===== src/rtl/aic3204_cfg_seq.sv =====
// rtl/aic3204_cfg_seq.sv - table-driven codec register configuration sequencer
// Optional read-back verification of WRITE entries: define AIC3204_CFG_READBACK_EN.
module aic3204_cfg_seq #(
  parameter int DELAY_UNIT = 100000,
  parameter int MAX_RETRY  = 3
) (
  input  logic        clk,
  input  logic        reset,
  input  logic        start,
  output logic [7:0]  tbl_addr,
  input  logic [17:0] tbl_data,
  output logic        cmd_valid,
  input  logic        cmd_ready,
  output logic        cmd_rw,
  output logic [7:0]  cmd_reg,
  output logic [7:0]  cmd_wdata,
  input  logic        rsp_valid,
  input  logic        rsp_nack,
  input  logic [7:0]  rsp_rdata,
  output logic        busy,
  output logic        done,
  output logic        error,
  output logic [7:0]  err_addr
);

  localparam int CNT_W = $clog2(255 * DELAY_UNIT + 1);
  localparam int RTY_W = $clog2(MAX_RETRY + 2);

  typedef enum logic [2:0] {
    IDLE, FETCH, DECODE, ISSUE, WAIT_RSP, DELAY, DONE, ERROR
  } state_t;

  state_t           state;
  logic [CNT_W-1:0] dly_cnt;
  logic [RTY_W-1:0] retry;
  logic             last_entry;

  assign last_entry = (tbl_addr == 8'hFF);

`ifdef AIC3204_CFG_READBACK_EN
  logic is_write;
  logic rw_q;
  assign cmd_rw = rw_q;
`else
  logic unused_rdata;
  assign unused_rdata = ^rsp_rdata;
  assign cmd_rw       = 1'b0;
`endif

  always_ff @(posedge clk) begin
    if (reset) begin
      state     <= IDLE;
      tbl_addr  <= 8'h00;
      cmd_valid <= 1'b0;
      cmd_reg   <= 8'h00;
      cmd_wdata <= 8'h00;
      busy      <= 1'b0;
      done      <= 1'b0;
      error     <= 1'b0;
      err_addr  <= 8'h00;
      dly_cnt   <= '0;
      retry     <= '0;
`ifdef AIC3204_CFG_READBACK_EN
      rw_q      <= 1'b0;
      is_write  <= 1'b0;
`endif
    end else begin
      case (state)
        IDLE, DONE, ERROR: begin
          if (start) begin
            tbl_addr <= 8'h00;
            done     <= 1'b0;
            error    <= 1'b0;
            err_addr <= 8'h00;
            retry    <= '0;
            busy     <= 1'b1;
            state    <= FETCH;
          end
        end
        FETCH: state <= DECODE;
        DECODE: begin
          cmd_wdata <= tbl_data[7:0];
`ifdef AIC3204_CFG_READBACK_EN
          rw_q     <= 1'b0;
          is_write <= (tbl_data[17:16] == 2'b00);
`endif
          case (tbl_data[17:16])
            2'b00: begin
              cmd_reg   <= tbl_data[15:8];
              cmd_valid <= 1'b1;
              state     <= ISSUE;
            end
            2'b10: begin
              cmd_reg   <= 8'h00;
              cmd_valid <= 1'b1;
              state     <= ISSUE;
            end
            2'b01: begin
              dly_cnt <= CNT_W'(tbl_data[7:0]) * CNT_W'(DELAY_UNIT);
              state   <= DELAY;
            end
            default: begin
              done  <= 1'b1;
              busy  <= 1'b0;
              state <= DONE;
            end
          endcase
        end
        ISSUE: begin
          if (cmd_ready) begin
            cmd_valid <= 1'b0;
            state     <= WAIT_RSP;
          end
        end
        WAIT_RSP: begin
          if (rsp_valid) begin
            if (rsp_nack) begin
              if (retry < RTY_W'(MAX_RETRY)) begin
                retry     <= retry + RTY_W'(1);
                cmd_valid <= 1'b1;
                state     <= ISSUE;
              end else begin
                error    <= 1'b1;
                err_addr <= tbl_addr;
                busy     <= 1'b0;
                state    <= ERROR;
              end
            end
`ifdef AIC3204_CFG_READBACK_EN
            // A completed WRITE is followed by a read of the same register;
            // the read's retry budget starts fresh.
            else if (is_write && !rw_q) begin
              rw_q      <= 1'b1;
              retry     <= '0;
              cmd_valid <= 1'b1;
              state     <= ISSUE;
            end else if (rw_q && (rsp_rdata != cmd_wdata)) begin
              error    <= 1'b1;
              err_addr <= tbl_addr;
              busy     <= 1'b0;
              state    <= ERROR;
            end
`endif
            else if (last_entry) begin
              error    <= 1'b1;
              err_addr <= 8'hFF;
              busy     <= 1'b0;
              state    <= ERROR;
            end else begin
              tbl_addr <= tbl_addr + 8'd1;
              retry    <= '0;
              state    <= FETCH;
            end
          end
        end
        DELAY: begin
          // A zero count still spends exactly one cycle here.
          if (dly_cnt > CNT_W'(1)) begin
            dly_cnt <= dly_cnt - CNT_W'(1);
          end else if (last_entry) begin
            error    <= 1'b1;
            err_addr <= 8'hFF;
            busy     <= 1'b0;
            state    <= ERROR;
          end else begin
            tbl_addr <= tbl_addr + 8'd1;
            retry    <= '0;
            state    <= FETCH;
          end
        end
        default: state <= IDLE;
      endcase
    end
  end

endmodule


===== config.mk =====
export PLATFORM = sky130hd
export DESIGN_NAME = aic3204_cfg_seq
export DESIGN_NICKNAME = d
export VERILOG_FILES = /design/src/rtl/aic3204_cfg_seq.sv
export SDC_FILE = /design/constraint.sdc
export NUM_CORES = 1
export LEC_CHECK = 0
export ABC_CLOCK_PERIOD_IN_PS = 7700
export BUFFER_PORTS_ARGS = -buffer_cell sky130_fd_sc_hd__buf_4
export CORE_MARGIN = 2
export CORE_UTILIZATION = 30
export CTS_CLUSTER_DIAMETER = 200
export CTS_CLUSTER_SIZE = 25
export DETAILED_ROUTE_END_ITERATION = 10
export REMOVE_ABC_BUFFERS = 1
export SYNTH_ARGS = -nofsm -noshare
export SYNTH_HDL_FRONTEND = slang
export SYNTH_SLANG_ARGS = --single-unit
export TNS_END_PERCENT = 10

===== constraint.sdc =====
create_clock -name clk -period 7.7 [get_ports clk]
set_input_delay 0.385 -clock clk [delete_from_list [all_inputs] [get_ports clk]]
set_output_delay 0.385 -clock clk [all_outputs]
set_load 0.1 [all_outputs]

# --- After elaboration in Yosys (flattened, before gate mapping) ---
# Cells that the tools add are included.
# W data, S select, Z words.
word_totals:
  in_bits: 32
  out_inout_bits: 37
  elab_cells: 115
  regBits: 67
classes:
  order_cmp: 2
  eq_ne: 23
  reduce_logical: 20
  n_mul: 1
  n_addsub: 3
  muxes: 55
ops:
  columns: ["op", "n"]
  rows:
  - ["$mux W8", 10]
  - ["$mux W25", 2]
  - ["$pmux W25 S2", 1]
  - ["$pmux W8 S3", 2]
  - ["$mux W3", 13]
  - ["$gt A25 B1 Y1 const B", 1]
  - ["$sub A25 B1 Y25 const B", 1]
  - ["$ne A2 B2 Y1 const B", 11]
  - ["$mul A8 B12 Y20 const B", 1]
  - ["$mux W1", 19]
  - ["$pmux W3 S6", 1]
  - ["$pmux W8 S2", 1]
  - ["$reduce_and A5 Y1", 3]
  - ["$eq A3 B3 Y1 const B", 4]
  - ["$reduce_and A6 Y1", 2]
  - ["$pmux W3 S3", 1]
  - ["$add A8 B1 Y8 const B", 1]
  - ["$eq A8 B8 Y1 const B", 1]
  - ["$eq A3 B2 Y1 const B", 2]
  - ["$ne A3 B3 Y1 const B", 2]
  - ["$pmux W1 S3", 2]
  - ["$pmux W3 S2", 1]
  - ["$reduce_and A3 Y1", 2]
  - ["$reduce_bool A2 Y1", 3]
  - ["other kinds (15)", 17]

# --- Longest topological paths before layout ---
depth:
  depth_word: 5
  ltp_mapped: 14
  mapped_depth_nobuf: 14

# --- Worst setup path before layout ---
# OpenSTA, ideal clock, no wires.
synth_timing:
  path_kind: "input to register"
  from: "in tbl_data[3]"
  to: "reg dly_cnt[19]"
  path_stages: 11
  required_ns: 7.568
  slack_ns: 4.042
  arrival_time_ns: 3.527
  path_cell_list: "ha_1 > fa_1 > fa_1 > ha_1 > ha_1 > or3_1 > o21a_1 > a221o_1 > xor2_1 > a221oi_1 > nor3_1"
synth_via:
  elab_chain_len: 3
synth_rtl:
  columns: ["element", "line", "source"]
  rows:
  - ["start: declaration", "11", "input logic [17:0] tbl_data,"]
  - ["$mul A8 B12 Y20", "99", "dly_cnt <= CNT_W'(tbl_data[7:0]) * CNT_W'(DELAY_UNIT);"]
  - ["$mux W25", "87", "case (tbl_data[17:16])"]
  - ["$pmux W25 S2", "68", "case (state)"]
  - ["end signal: assignment", "99", null]
  - ["end signal: assignment", "159", "dly_cnt <= dly_cnt - CNT_W'(1);"]
  - ["end: declaration", "34", "logic [CNT_W-1:0] dly_cnt;"]
# Every way passes these cells. The select of a mux whose other input is x is not followed.
# A chain may end at the register's enable or synchronous reset.

# --- Worst setup path in the final report ---
layout_timing:
  from: "in tbl_data[6]"
  to: "reg dly_cnt[22]"
# Same word-level chain as after synthesis.

==> summary.txt <==
Outcome
  – Status: completed

Timing
  – Worst-Margin Slew: between 1 and 1.5 ns
  – Clock skew: between 0.01 and 0.015 ns
  – FMAX: 262 MHz
  – Setup TNS: 0 ns
  – Final period utilization: 0.496
  – Hold WS: 0.275 ns
  – Tmin final: about 3.8 ns
  – Hold Fails Final Rpt: 0
  – Final Worst Setup Slack: approximately 3.9 ns
  – Endpoints failing setup: 0
  – RSZ-0062 raised after global routing: no
  – Slew Viols, Final: 0
  – Slew Limit Headroom: 0.276

Final layout
  – Commonest non-fill, non-tap cells in the layout: 80 x nand2_1, 67 x dfxtp_1, 60 x nor2_1, 59 x buf_4
  – Final core occ: 0.365
  – Top reg by flops: dly_cnt
  – Ant diodes: 0
  – # fillers: around 1700
  – Share of layout cells above drive strength 1: 0.142
  – Layout Area Growth over Synthesis: 18.8%
  – Max FFs per register: 25
  – Finished Layout Cells: between 800 and 900
  – Fin area: about 5800 um2
  – Most common cell after layout, fill and taps aside: nand2_1
  – Nets: between 700 and 800

Hold path
  – Worst min path class: in -> reg

Synth
  – Post-Syn Area: 4880 um2
  – Part of the Yosys area used for sequential elements: 0.275
  – Primary FF master, synth: dfxtp_1
  – Synthesized flop and latch total: 67
  – Syn. warnings: 0
  – Synth cell types: 60
  – Number of synthesized flops with an enable pin: 0
  – Synth async-reset ratio: 0
  – Syn Inst Count: 605
  – Avg Cell Area, Syn: a little over 8 um2

Route
  – DRT iter0 DRCs: 218
  – Drt via density: a little over 5
  – Antenna Nets Post-Route: 0
  – Vias: around 4400
  – DR pass1 iterations: 5
  – Remaining DRCs: 0
  – Routed wire per std cell: 14.2 um
  – Post-Route WL: around 12000 um

Global route
  – Largest net degree at the start of global routing: 60
  – Vias in the first global route: 4159
  – Antenna violations before repair: 0
  – Gr ovfl total: 0
  – Gr usage total: 0.148
  – First-pass GRT wire length: around 21000 um

Floorplan
  – Die height: 132 um
  – Core ar.: ~16000 um2
  – Row count: 46
  – IO Count: slightly below 70
  – Die width: around 130 um
  – Starting density of the core: 0.307
  – DIE AREA: around 17000 um2

Clock network
  – Max Root-Sink Buffers: 2
  – Worst-path clk slew: about 0.060 ns
  – Hold bufs inserted after CTS: 0
  – Clk Latency, worst-skew pair: about 0.35 ns
  – TritonCTS clock tree: yes
  – Num CTS Buffers: 9
  – H-tree depth: 3
  – Post-CTS setup buffers: 0
  – CTS resizes: 0
  – Clock root buffer: clkbuf_16
  – Sink Count: 67

Critical path
  – Number of buffers and inverters on the critical path: 3
  – Crit path max-delay family: adder cells
  – CP startpoint kind: input port
  – Worst Path Required: 7.91 ns
  – Worst reg2reg setup slack: around 4 ns
  – CP most frequent cell: ha_1
  – Slowest-stage cell, CP: fa_1
  – Worst Path Max Fanout: 6
  – Critical path capture point type: register
  – Worst setup path class: in -> reg
  – Worst-path cell chain: buf_4, inv_1, ha_1, inv_1, ha_1, fa_1, fa_1, ha_1, a21oi_1, a21oi_1, a211oi_1, o21ai_0, a221o_1, xnor2_1, o22ai_1
  – Max incr delay on CP: approximately 0.47 ns
  – Critical Path AT: a little over 4 ns

Placement
  – Placer Congestion: 0.801
  – DP HPWL: just under 9000 um
  – Port bufs: 59
  – Placed Area: around 5500 um2
  – Placed cells: roughly 860
  – Setup Slack @ Placement: approximately 3.6 ns

Pwr
  – Pwr dens: 334 nW/um2
  – Internal power: a little over 1 mW
  – P_leak: roughly 2.4 nW
  – Combinational share of power: 0.541
  – Reg power frac: 0.234
  – Power, Total: roughly 1.9 mW
  – Net load switching power: 0.919 mW
  – Worst IR drop on VDD: 0.139 mV
  – Switch share: 0.474
  – Clock Power Share: 0.225

Job
  – Max_cap viols: 0
==> power by group through the flow <==
stage                     clock, mW  combinational [mW]  sequential [mW]
final                         0.436                1.05            0.454
after global routing          0.464                1.18            0.463
after CTS                     0.449                1.05            0.452
after detailed placement          0                1.04            0.459
after global placement            0                1.05            0.460
after floorplan                   0               0.706            0.552
==> per-layer routing <==
| layer | global-route usage | vias up | routed length [um] |
|---|---|---|---|
| li1 | - | 2266 | - |
| met1 | 0.200 | 2067 | 6140 |
| met2 | 0.236 | 78 | 5620 |
| met3 | 0.0374 | 11 | 493 |
| met4 | 0.0411 | 0 | 136 |
| met5 | 0 | - | 0 |
==> worst paths after layout <==
path	from	endpoint	cells after the start
worst max-delay path	tbl_data[6]	dly_cnt[22]$_SDFFE_PP0P_	15
worst min-delay path	start	done$_SDFFE_PP0P_	2
worst max register to register	state[2]$_SDFFE_PP0P_	dly_cnt[7]$_SDFFE_PP0P_	7
worst min register to register	cmd_reg[5]$_SDFFE_PP0P_	cmd_reg[5]$_SDFFE_PP0P_	2
==> Yosys cell counts, types with 4 or more instances <==
master / number / area [um2]
fa_1: 12 / 240
and2_1: 4 / 25.0
or3_1: 7 / 43.8
a22o_1: 5 / 43.8
nor4_1: 12 / 75.1
a22oi_1: 9 / 67.6
o21ai_0: 34 / 170
nand3b_1: 11 / 82.6
xor2_1: 12 / 105
xnor2_1: 6 / 52.6
nand3_1: 12 / 60.1
a21o_1: 6 / 45.0
o21a_1: 6 / 45.0
nor3_1: 21 / 105
ha_1: 56 / 701
a211oi_1: 7 / 52.6
nor2b_1: 5 / 31.3
nor2_1: 60 / 225
clkbuf_1: 21 / 78.8
inv_1: 15 / 56.3
and3_1: 6 / 37.5
nand2_1: 80 / 300
dfxtp_1: 67 / 1340
a21oi_1: 56 / 280
or2_2: 7 / 43.8
nand2b_1: 11 / 68.8
a31oi_1: 8 / 50.1
==> cell type report <==
type	instances	area [um2]	area share
clock buffer	10	239	0.0412
clock inverter	6	71.3	0.0123
inverter	15	56.3	0.00970
multi-input combinational	498	3380	0.583
sequential	67	1340	0.231
tap	216	270	0.0466
timing repair buffer	59	443	0.0763
==> logic make-up (layout without fill, tap and decap cells) <==
| group | Yosys count | after routing | share of synthesized area |
|---|---|---|---|
| AOI/OAI and AO/OA | 154 | 154 | 0.199 |
| xor gates and xnor gates | 18 | 18 | 0.0323 |
| other | 1 | 1 | 0.000768 |
| adders and majority gates | 68 | 68 | 0.193 |
| muxes | 3 | 3 | 0.00615 |
| buffers and inverters | 40 | 90 | 0.0333 |
| DFF | 67 | 67 | 0.275 |
| and+or+nand+nor | 254 | 254 | 0.262 |
==> worst reg2reg max path: stages (launching register included) <==
cell and delay [ns]:
dfxtp_1 0.55, nor2b_1 0.44, nand2_1 0.69, a41oi_4 0.69, nand2b_1 0.63, o21ai_0 0.21
a22oi_1 0.23, nor2_1 0.06
Note: power is estimated with default switching activity, not from simulation.
